`src/rtl/spy_uart_pkg.sv`:
```
// Shared types and constants for the spy-bus UART bridge.
// Latency: n/a (declarations only).
// Backpressure: n/a. Optional macro SPY_WRITE_ACK_EN adds the ACK parser state.
package spy_uart_pkg;

    // Parser states; ACK only exists when write acknowledges are built in.
    typedef enum logic [2:0] {
        IDLE,
        GET_LO,
        GET_HI,
        WRITE,
        READ,
        SEND_LO,
        SEND_HI
`ifdef SPY_WRITE_ACK_EN
        , ACK
`endif
    } state_t;

    // Command byte layout: bit7 selects write, bits 4:0 carry eadr, 6:5 ignored.
    localparam int         CMD_WRITE_BIT = 7;
    localparam int         CMD_EADR_MSB  = 4;
    localparam logic [7:0] ACK_BYTE      = 8'h06;

endpackage

```
`src/rtl/spy_uart_phy.sv`:
```
// 8N1 UART phy: 2-flop rx synchronizer, rx deserializer, tx serializer.
// Latency: rx_valid one cycle after mid-stop sample; tx start bit the cycle after tx_load.
// Backpressure: none on rx (one-cycle rx_valid, must be consumed); tx_load ignored while tx_busy.
// Ports: rxd/txd serial lines; rx_data/rx_valid received byte; tx_data/tx_load/tx_busy transmit side.
module spy_uart_phy #(
    parameter int CLKS_PER_BIT = 434
) (
    input  logic       clk,
    input  logic       reset_n,
    input  logic       rxd,
    output logic       txd,
    output logic [7:0] rx_data,
    output logic       rx_valid,
    input  logic [7:0] tx_data,
    input  logic       tx_load,
    output logic       tx_busy
);

    localparam int                BAUD_W    = $clog2(CLKS_PER_BIT);
    localparam logic [BAUD_W-1:0] BAUD_LAST = BAUD_W'(CLKS_PER_BIT - 1);
    localparam logic [BAUD_W-1:0] HALF_LAST = BAUD_W'(CLKS_PER_BIT / 2 - 1);

    typedef enum logic [1:0] {RX_IDLE, RX_START, RX_DATA, RX_STOP} rx_state_t;

    logic              rxd_meta, rxd_s, rxd_prev;
    rx_state_t         rx_st;
    logic [BAUD_W-1:0] rx_baud;
    logic [3:0]        rx_bits;
    logic [7:0]        rx_shift;

    logic [BAUD_W-1:0] tx_baud;
    logic [3:0]        tx_bits;
    logic [7:0]        tx_shift;

    assign rx_data = rx_shift;

    // Receive side. rxd_prev gives edge detection so a held-low line after a
    // framing error cannot retrigger a frame until it has gone idle again.
    always_ff @(posedge clk or negedge reset_n) begin
        if (!reset_n) begin
            rxd_meta <= 1'b1;
            rxd_s    <= 1'b1;
            rxd_prev <= 1'b1;
            rx_st    <= RX_IDLE;
            rx_baud  <= '0;
            rx_bits  <= '0;
            rx_shift <= '0;
            rx_valid <= 1'b0;
        end else begin
            rxd_meta <= rxd;
            rxd_s    <= rxd_meta;
            rxd_prev <= rxd_s;
            rx_valid <= 1'b0;
            case (rx_st)
                RX_IDLE: begin
                    rx_baud <= '0;
                    rx_bits <= '0;
                    if (rxd_prev && !rxd_s) rx_st <= RX_START;
                end
                RX_START: begin
                    if (rx_baud == HALF_LAST) begin
                        rx_baud <= '0;
                        rx_st   <= rxd_s ? RX_IDLE : RX_DATA;  // high here = false start
                    end else begin
                        rx_baud <= rx_baud + BAUD_W'(1);
                    end
                end
                RX_DATA: begin
                    if (rx_baud == BAUD_LAST) begin
                        rx_baud  <= '0;
                        rx_shift <= {rxd_s, rx_shift[7:1]};
                        if (rx_bits == 4'd7) rx_st <= RX_STOP;
                        else                 rx_bits <= rx_bits + 4'd1;
                    end else begin
                        rx_baud <= rx_baud + BAUD_W'(1);
                    end
                end
                default: begin  // RX_STOP
                    if (rx_baud == BAUD_LAST) begin
                        rx_st    <= RX_IDLE;
                        rx_valid <= rxd_s;  // stop bit of 0 drops the byte
                    end else begin
                        rx_baud <= rx_baud + BAUD_W'(1);
                    end
                end
            endcase
        end
    end

    // Transmit side. tx_bits 0 is the start bit, 1..8 data, 9 stop; the shift
    // register back-fills ones so the stop level falls out of the last shift.
    always_ff @(posedge clk or negedge reset_n) begin
        if (!reset_n) begin
            txd      <= 1'b1;
            tx_busy  <= 1'b0;
            tx_baud  <= '0;
            tx_bits  <= '0;
            tx_shift <= '0;
        end else if (!tx_busy) begin
            if (tx_load) begin
                tx_shift <= tx_data;
                txd      <= 1'b0;
                tx_busy  <= 1'b1;
                tx_baud  <= '0;
                tx_bits  <= '0;
            end
        end else if (tx_baud == BAUD_LAST) begin
            tx_baud <= '0;
            if (tx_bits == 4'd9) begin
                tx_busy <= 1'b0;
            end else begin
                txd      <= tx_shift[0];
                tx_shift <= {1'b1, tx_shift[7:1]};
                tx_bits  <= tx_bits + 4'd1;
            end
        end else begin
            tx_baud <= tx_baud + BAUD_W'(1);
        end
    end

endmodule

```
`src/rtl/spy_uart_bridge.sv`:
```
// Serial debug front end: UART command bytes become CADR spy reads/writes; read data goes back on TX.
// Latency: dbwrite 1 cycle after high-byte rx_valid; dbread 1 cycle after command rx_valid.
// Backpressure: none; bytes arriving while a strobe or reply is in progress are discarded.
// Ports: rs232_rxd/rs232_txd serial; spy_in read data; spy_out/eadr/dbread/dbwrite spy bus.
// Build option: define SPY_WRITE_ACK_EN to answer every write with ACK_BYTE on TX.
module spy_uart_bridge
    import spy_uart_pkg::*;
#(
    parameter int CLKS_PER_BIT = 434,
    parameter int READ_CYCLES  = 4,
    parameter int TIMEOUT_BITS = 64
) (
    input  logic        clk,
    input  logic        reset_n,
    input  logic        rs232_rxd,
    output logic        rs232_txd,
    input  logic [15:0] spy_in,
    output logic [15:0] spy_out,
    output logic [4:0]  eadr,
    output logic        dbread,
    output logic        dbwrite
);

    localparam int                BAUD_W    = $clog2(CLKS_PER_BIT);
    localparam int                TO_W      = $clog2(TIMEOUT_BITS + 1);
    localparam int                RD_W      = $clog2(READ_CYCLES + 1);
    localparam logic [BAUD_W-1:0] BAUD_LAST = BAUD_W'(CLKS_PER_BIT - 1);
    localparam logic [TO_W-1:0]   TO_LIMIT  = TO_W'(TIMEOUT_BITS);
    localparam logic [RD_W-1:0]   RD_LAST   = RD_W'(READ_CYCLES - 1);

    state_t            state, state_nxt;
    logic [7:0]        rx_data, tx_data, lo_byte;
    logic              rx_valid, tx_load, tx_busy;
    logic [15:0]       hold;
    logic [RD_W-1:0]   rd_cnt;
    logic [BAUD_W-1:0] tick_cnt;
    logic [TO_W-1:0]   to_cnt;
    logic              sent;     // current SEND/ACK state has already loaded its byte
    logic              in_get;

    spy_uart_phy #(.CLKS_PER_BIT(CLKS_PER_BIT)) u_phy (
        .clk      (clk),
        .reset_n  (reset_n),
        .rxd      (rs232_rxd),
        .txd      (rs232_txd),
        .rx_data  (rx_data),
        .rx_valid (rx_valid),
        .tx_data  (tx_data),
        .tx_load  (tx_load),
        .tx_busy  (tx_busy)
    );

    assign dbread  = (state == READ);
    assign dbwrite = (state == WRITE);
    assign in_get  = (state == GET_LO) || (state == GET_HI);

    always_comb begin
        state_nxt = state;
        tx_load   = 1'b0;
        tx_data   = hold[7:0];
        case (state)
            IDLE: begin
                if (rx_valid) begin
                    if (rx_data[CMD_WRITE_BIT]) state_nxt = GET_LO;
                    else                        state_nxt = READ;
                end
            end
            GET_LO: begin
                if (rx_valid)                 state_nxt = GET_HI;
                else if (to_cnt == TO_LIMIT)  state_nxt = IDLE;
            end
            GET_HI: begin
                if (rx_valid)                 state_nxt = WRITE;
                else if (to_cnt == TO_LIMIT)  state_nxt = IDLE;
            end
            WRITE: begin
`ifdef SPY_WRITE_ACK_EN
                state_nxt = ACK;
`else
                state_nxt = IDLE;
`endif
            end
            READ: begin
                if (rd_cnt == RD_LAST) state_nxt = SEND_LO;
            end
            SEND_LO: begin
                tx_data = hold[7:0];
                if (!sent)         tx_load   = !tx_busy;
                else if (!tx_busy) state_nxt = SEND_HI;
            end
            SEND_HI: begin
                tx_data = hold[15:8];
                if (!sent)         tx_load   = !tx_busy;
                else if (!tx_busy) state_nxt = IDLE;
            end
`ifdef SPY_WRITE_ACK_EN
            ACK: begin
                tx_data = ACK_BYTE;
                if (!sent)         tx_load   = !tx_busy;
                else if (!tx_busy) state_nxt = IDLE;
            end
`endif
            default: state_nxt = IDLE;
        endcase
    end

    always_ff @(posedge clk or negedge reset_n) begin
        if (!reset_n) begin
            state    <= IDLE;
            eadr     <= '0;
            spy_out  <= '0;
            lo_byte  <= '0;
            hold     <= '0;
            rd_cnt   <= '0;
            sent     <= 1'b0;
            tick_cnt <= '0;
            to_cnt   <= '0;
        end else begin
            state <= state_nxt;
            sent  <= (state_nxt == state) ? (sent | tx_load) : 1'b0;

            if (state == IDLE   && rx_valid) eadr    <= rx_data[CMD_EADR_MSB:0];
            if (state == GET_LO && rx_valid) lo_byte <= rx_data;
            if (state == GET_HI && rx_valid) spy_out <= {rx_data, lo_byte};

            // Read window: capture spy_in on the last dbread cycle.
            if (state == READ) begin
                if (rd_cnt == RD_LAST) begin
                    hold   <= spy_in;
                    rd_cnt <= '0;
                end else begin
                    rd_cnt <= rd_cnt + RD_W'(1);
                end
            end else begin
                rd_cnt <= '0;
            end

            // Mid-command idle timer in whole bit-times; saturates at the limit.
            if (!in_get || rx_valid) begin
                tick_cnt <= '0;
                to_cnt   <= '0;
            end else if (tick_cnt == BAUD_LAST) begin
                tick_cnt <= '0;
                if (to_cnt != TO_LIMIT) to_cnt <= to_cnt + TO_W'(1);
            end else begin
                tick_cnt <= tick_cnt + BAUD_W'(1);
            end
        end
    end

endmodule
```
`config.mk`:
```
export PLATFORM = sky130hd
export DESIGN_NAME = spy_uart_bridge
export DESIGN_NICKNAME = d
export VERILOG_FILES = /design/src/rtl/spy_uart_pkg.sv /design/src/rtl/spy_uart_phy.sv /design/src/rtl/spy_uart_bridge.sv
export SDC_FILE = /design/constraint.sdc
export NUM_CORES = 1
export LEC_CHECK = 0
export BUFFER_PORTS_ARGS = -buffer_cell sky130_fd_sc_hd__buf_2
export CORE_UTILIZATION = 35
export CTS_BUF_LIST = sky130_fd_sc_hd__clkbuf_8 sky130_fd_sc_hd__clkbuf_16
export CTS_CLUSTER_SIZE = 28
export DETAILED_ROUTE_END_ITERATION = 10
export HOLD_SLACK_MARGIN = 0.15
export PLACE_DENSITY = 0.59
export SYNTH_ARGS = -nofsm -noshare
export SYNTH_HDL_FRONTEND = slang
export SYNTH_SLANG_ARGS = --single-unit
```
`constraint.sdc`:
```
create_clock -name clk -period 1.8 [get_ports clk]
set_input_delay 0.09 -clock clk [delete_from_list [all_inputs] [get_ports clk]]
set_output_delay 0.09 -clock clk [all_outputs]
set_load 0.01 [all_outputs]
```
==> impl_metrics.tcl <==
set metrics [dict create \
    fin_crit_ps 1800 \
    violations "setup timing" \
    skew_ps 8.25 \
    fillCellCount 1407 \
    yosysMostFrequentCell "dfrtp_1" \
    fp.coreArea_sq_um 15300 \
    clkTransAtPathRegs_ps 60 \
    synthArstFlopShare 1.00 \
    synth_cells 489 \
    fin_crit_sh 1.00 \
    synth-seq-cells 118 \
    ir_worst_vdd_mv 0.768 \
    grt_use_total 0.153 \
    clock_latency_ps 420 \
    clock-root-buffer "clkbuf_16" \
    p_seq_frac 0.441 \
    finalWeightedCongestion 0.829 \
    ys_seq_area_frac 0.536 \
    dr.pass1.iters 5 \
    n_antenna_cell 0 \
    ys.flop_type "dfrtp_1" \
    worst_slew_pin_slew_ps 729 \
    drt-initial-drc-count 187 \
    leakage_nw 3.30 \
    synth_commonest_cells "dfrtp_1 (114), mux2_2 (53), nand2_1 (37)" \
    power.internal_mw 4.75 \
    cp_max_fo 6 \
    syn_area_per_cell_sq_um 11.3 \
    port_buffers 42 \
    antenna_found_initial 0 \
    path_class "flop to flop" \
    nets 639 \
    grt_pass1_vias 3966 \
    num_rows 45 \
    post-route-worst-setup-slack_ps -4.31 \
    status "finished, violations left" \
    pin_count 43 \
    synth_compound_area_frac 0.0830 \
    synth_top_family_by_area "simple AND/OR/NAND/NOR gates" \
    synthMuxAreaShare 0.142 \
    start_util 0.360 \
    synth_fp_nets 521 \
    layout.cells.non_filler 831 \
    grt-ovfl-total 0 \
    switchingPower_mw 1.57 \
    grt_setup_unrepaired "true" \
    place_inst 779 \
    cts.sinks 118 \
    dp_hpwl_um 7800 \
    drive_above_1_share 0.331 \
    area_growth_pct 30.1 \
    grt_pass1_wl_um 19100 \
    wl_per_cell_um 13.9 \
    power.density_nw_per_um2 880 \
    cts.path.max_buffers 2 \
    grt_max_degree 51 \
    fin_hold_ws_ps 201 \
    endpoint_kind "flop" \
    p_clk_frac 0.485 \
    setup_viol 1 \
    synth_adder_area_share 0.0295 \
    p_comb_frac 0.074 \
    slew_headroom 0.513 \
    synthSimpleGateAreaFrac 0.152 \
    worstHoldPathType "input port to async pin" \
    p_sw_frac 0.248 \
    ant_nets 0 \
    drt_wl_total_um 11500 \
    arrival_ps 2160 \
    fp.dieH_um 128 \
    synth-edff-count 0 \
    dieArea_sq_um 16300 \
    fmax_mhz 554 \
    synth_top_area_frac 0.517 \
    yosys_warnings 0 \
    ctsHtreeMaxLevel 4 \
    drv_cap 0 \
    dieWidth_um 128 \
    synth.cell_area_sq_um 5520 \
    numCtsBuffers 17 \
    route.detailed.drc 0 \
    synthXorXnorAreaFrac 0.0270 \
    cts_tree "done" \
    vias 4050 \
    viasPerCell 4.87 \
    cp.required_ps 2150 \
    finalHoldViolCount 0 \
    finalMaxSlewViolations 0 \
    startpoint_type "flop" \
    synth.distinct_cells 60 \
    synth_largest_area_cell "dfrtp_1" \
    synthTopCellsByArea "dfrtp_1 (52%), mux2_2 (11%), ha_1 (2.9%), nand2_1 (2.5%), o21ai_0 (2.4%)" \
]
[state kept, by name, indices dropped and copies added, names as in the netlist, 2 cells and up]
signal and count:
eadr 5, hold 16, lo_byte 8, rd_cnt 3, spy_out 16, state 3, tick_cnt 9, to_cnt 7
u_phy.rx_baud 9, u_phy.rx_bits 4, u_phy.rx_data 8, u_phy.rx_st 2, u_phy.tx_baud 9, u_phy.tx_bits 4, u_phy.tx_shift 8
[cell families after synthesis]
kind of cell | Yosys count
buffers and inverters | 42
DFF | 118
muxes | 71
AOI/OAI and AO/OA | 75
and+or+nand+nor | 153
xor gates and xnor gates | 17
adders and majority gates | 13
[worst max-delay path, stage by stage (launching register included)]
cell	delay (ps)
dfrtp_1	380
or4b_4	530
or2_4	260
or4_1	430
a21oi_2	130
[final timing paths]
path	startpoint	to	slack (ps)	cells after the start
min in group clk	rs232_rxd	u_phy.rxd_meta	310	2
worst max-delay path	tick_cnt[3]	to_cnt[2]	-4	4
worst max register to register	tick_cnt[3]	to_cnt[2]	-4	4
max in group asynchronous	reset_n	hold[11]	460	3
worst min-delay path	reset_n	u_phy.txd	200	2
worst min register to register	u_phy.rxd_meta	u_phy.rxd_s	360	0
[through the flow]
step                      instance area [sq um]  setup TNS (ps)  setup slack (ps)  total power, mW  utilization
after global routing                       7180            -172             -70.5             6.59        0.469
after floorplan                            5540            -120             -60.0             3.03            -
after global placement                     6380               0              52.5             3.25        0.417
after detailed placement                   6380               0              4.91             3.26        0.417
final                                      7180           -4.31             -4.31             6.32        0.469
after CTS                                  7120           -1.03             -1.03             6.40        0.465
[cells in the final DEF, fill, tap and decap left out, types with 6 or more instances in the layout]
cell           synthesis  final
a21oi_1               20     17
buf_2                  3     41
buf_4                  0     53
clkbuf_16              0     17
clkinvlp_4             0      6
dfrtp_1              114    114
dlygate4sd3_1          0     19
ha_1                  13     13
inv_1                 24     24
mux2_1                 7      7
mux2_2                53     53
mux2i_1               11     11
nand2_1               37     35
nand3_1               18     18
nand4_1               13     13
nor2_1                28     27
nor3_1                 6      6
o21ai_0               26     26
or3_1                  6      6
xnor2_1               11     11
xor2_1                 6      6
[what timing repair did]
action	in CTS	in global routing
resized for setup	1	10
endpoints found under the setup margin	2	24
pin swaps	0	1
endpoints found under the hold margin	124	0
hold buffers	19	0
buffers inserted	0	1
[area by class of cell]
cell class | instances | area (sq um) | share of cell area
Inverter | 25 | 93.8 | 0.0131
Timing Repair Buffer | 116 | 853 | 0.119
Clock buffer | 18 | 439 | 0.0612
Sequential cell | 118 | 2960 | 0.412
Clock inverter | 14 | 104 | 0.0145
Multi-Input combinational cell | 329 | 2470 | 0.344
Tap cell | 211 | 264 | 0.0368
[power groups by stage]
stage	Sequential [mW]	Clock [mW]	Combinational, mW
detailed placement	2.83	0	0.428
CTS	2.79	3.15	0.465
global route	2.80	3.27	0.528
floorplan	2.83	0	0.198
finish	2.79	3.06	0.469
global placement	2.83	0	0.424
[metal layers]
metal  wire (um)  global-route usage  share of wire  vias to the layer above
met5           0                   0              0                        -
met4         137              0.0714          0.012                        0
met3         461              0.0448          0.040                       10
met2        5650               0.247           0.49                       80
met1        5260               0.187           0.46                     1960
li1            -                   -              -                     2000
Note: power is estimated with default switching activity, not from simulation.
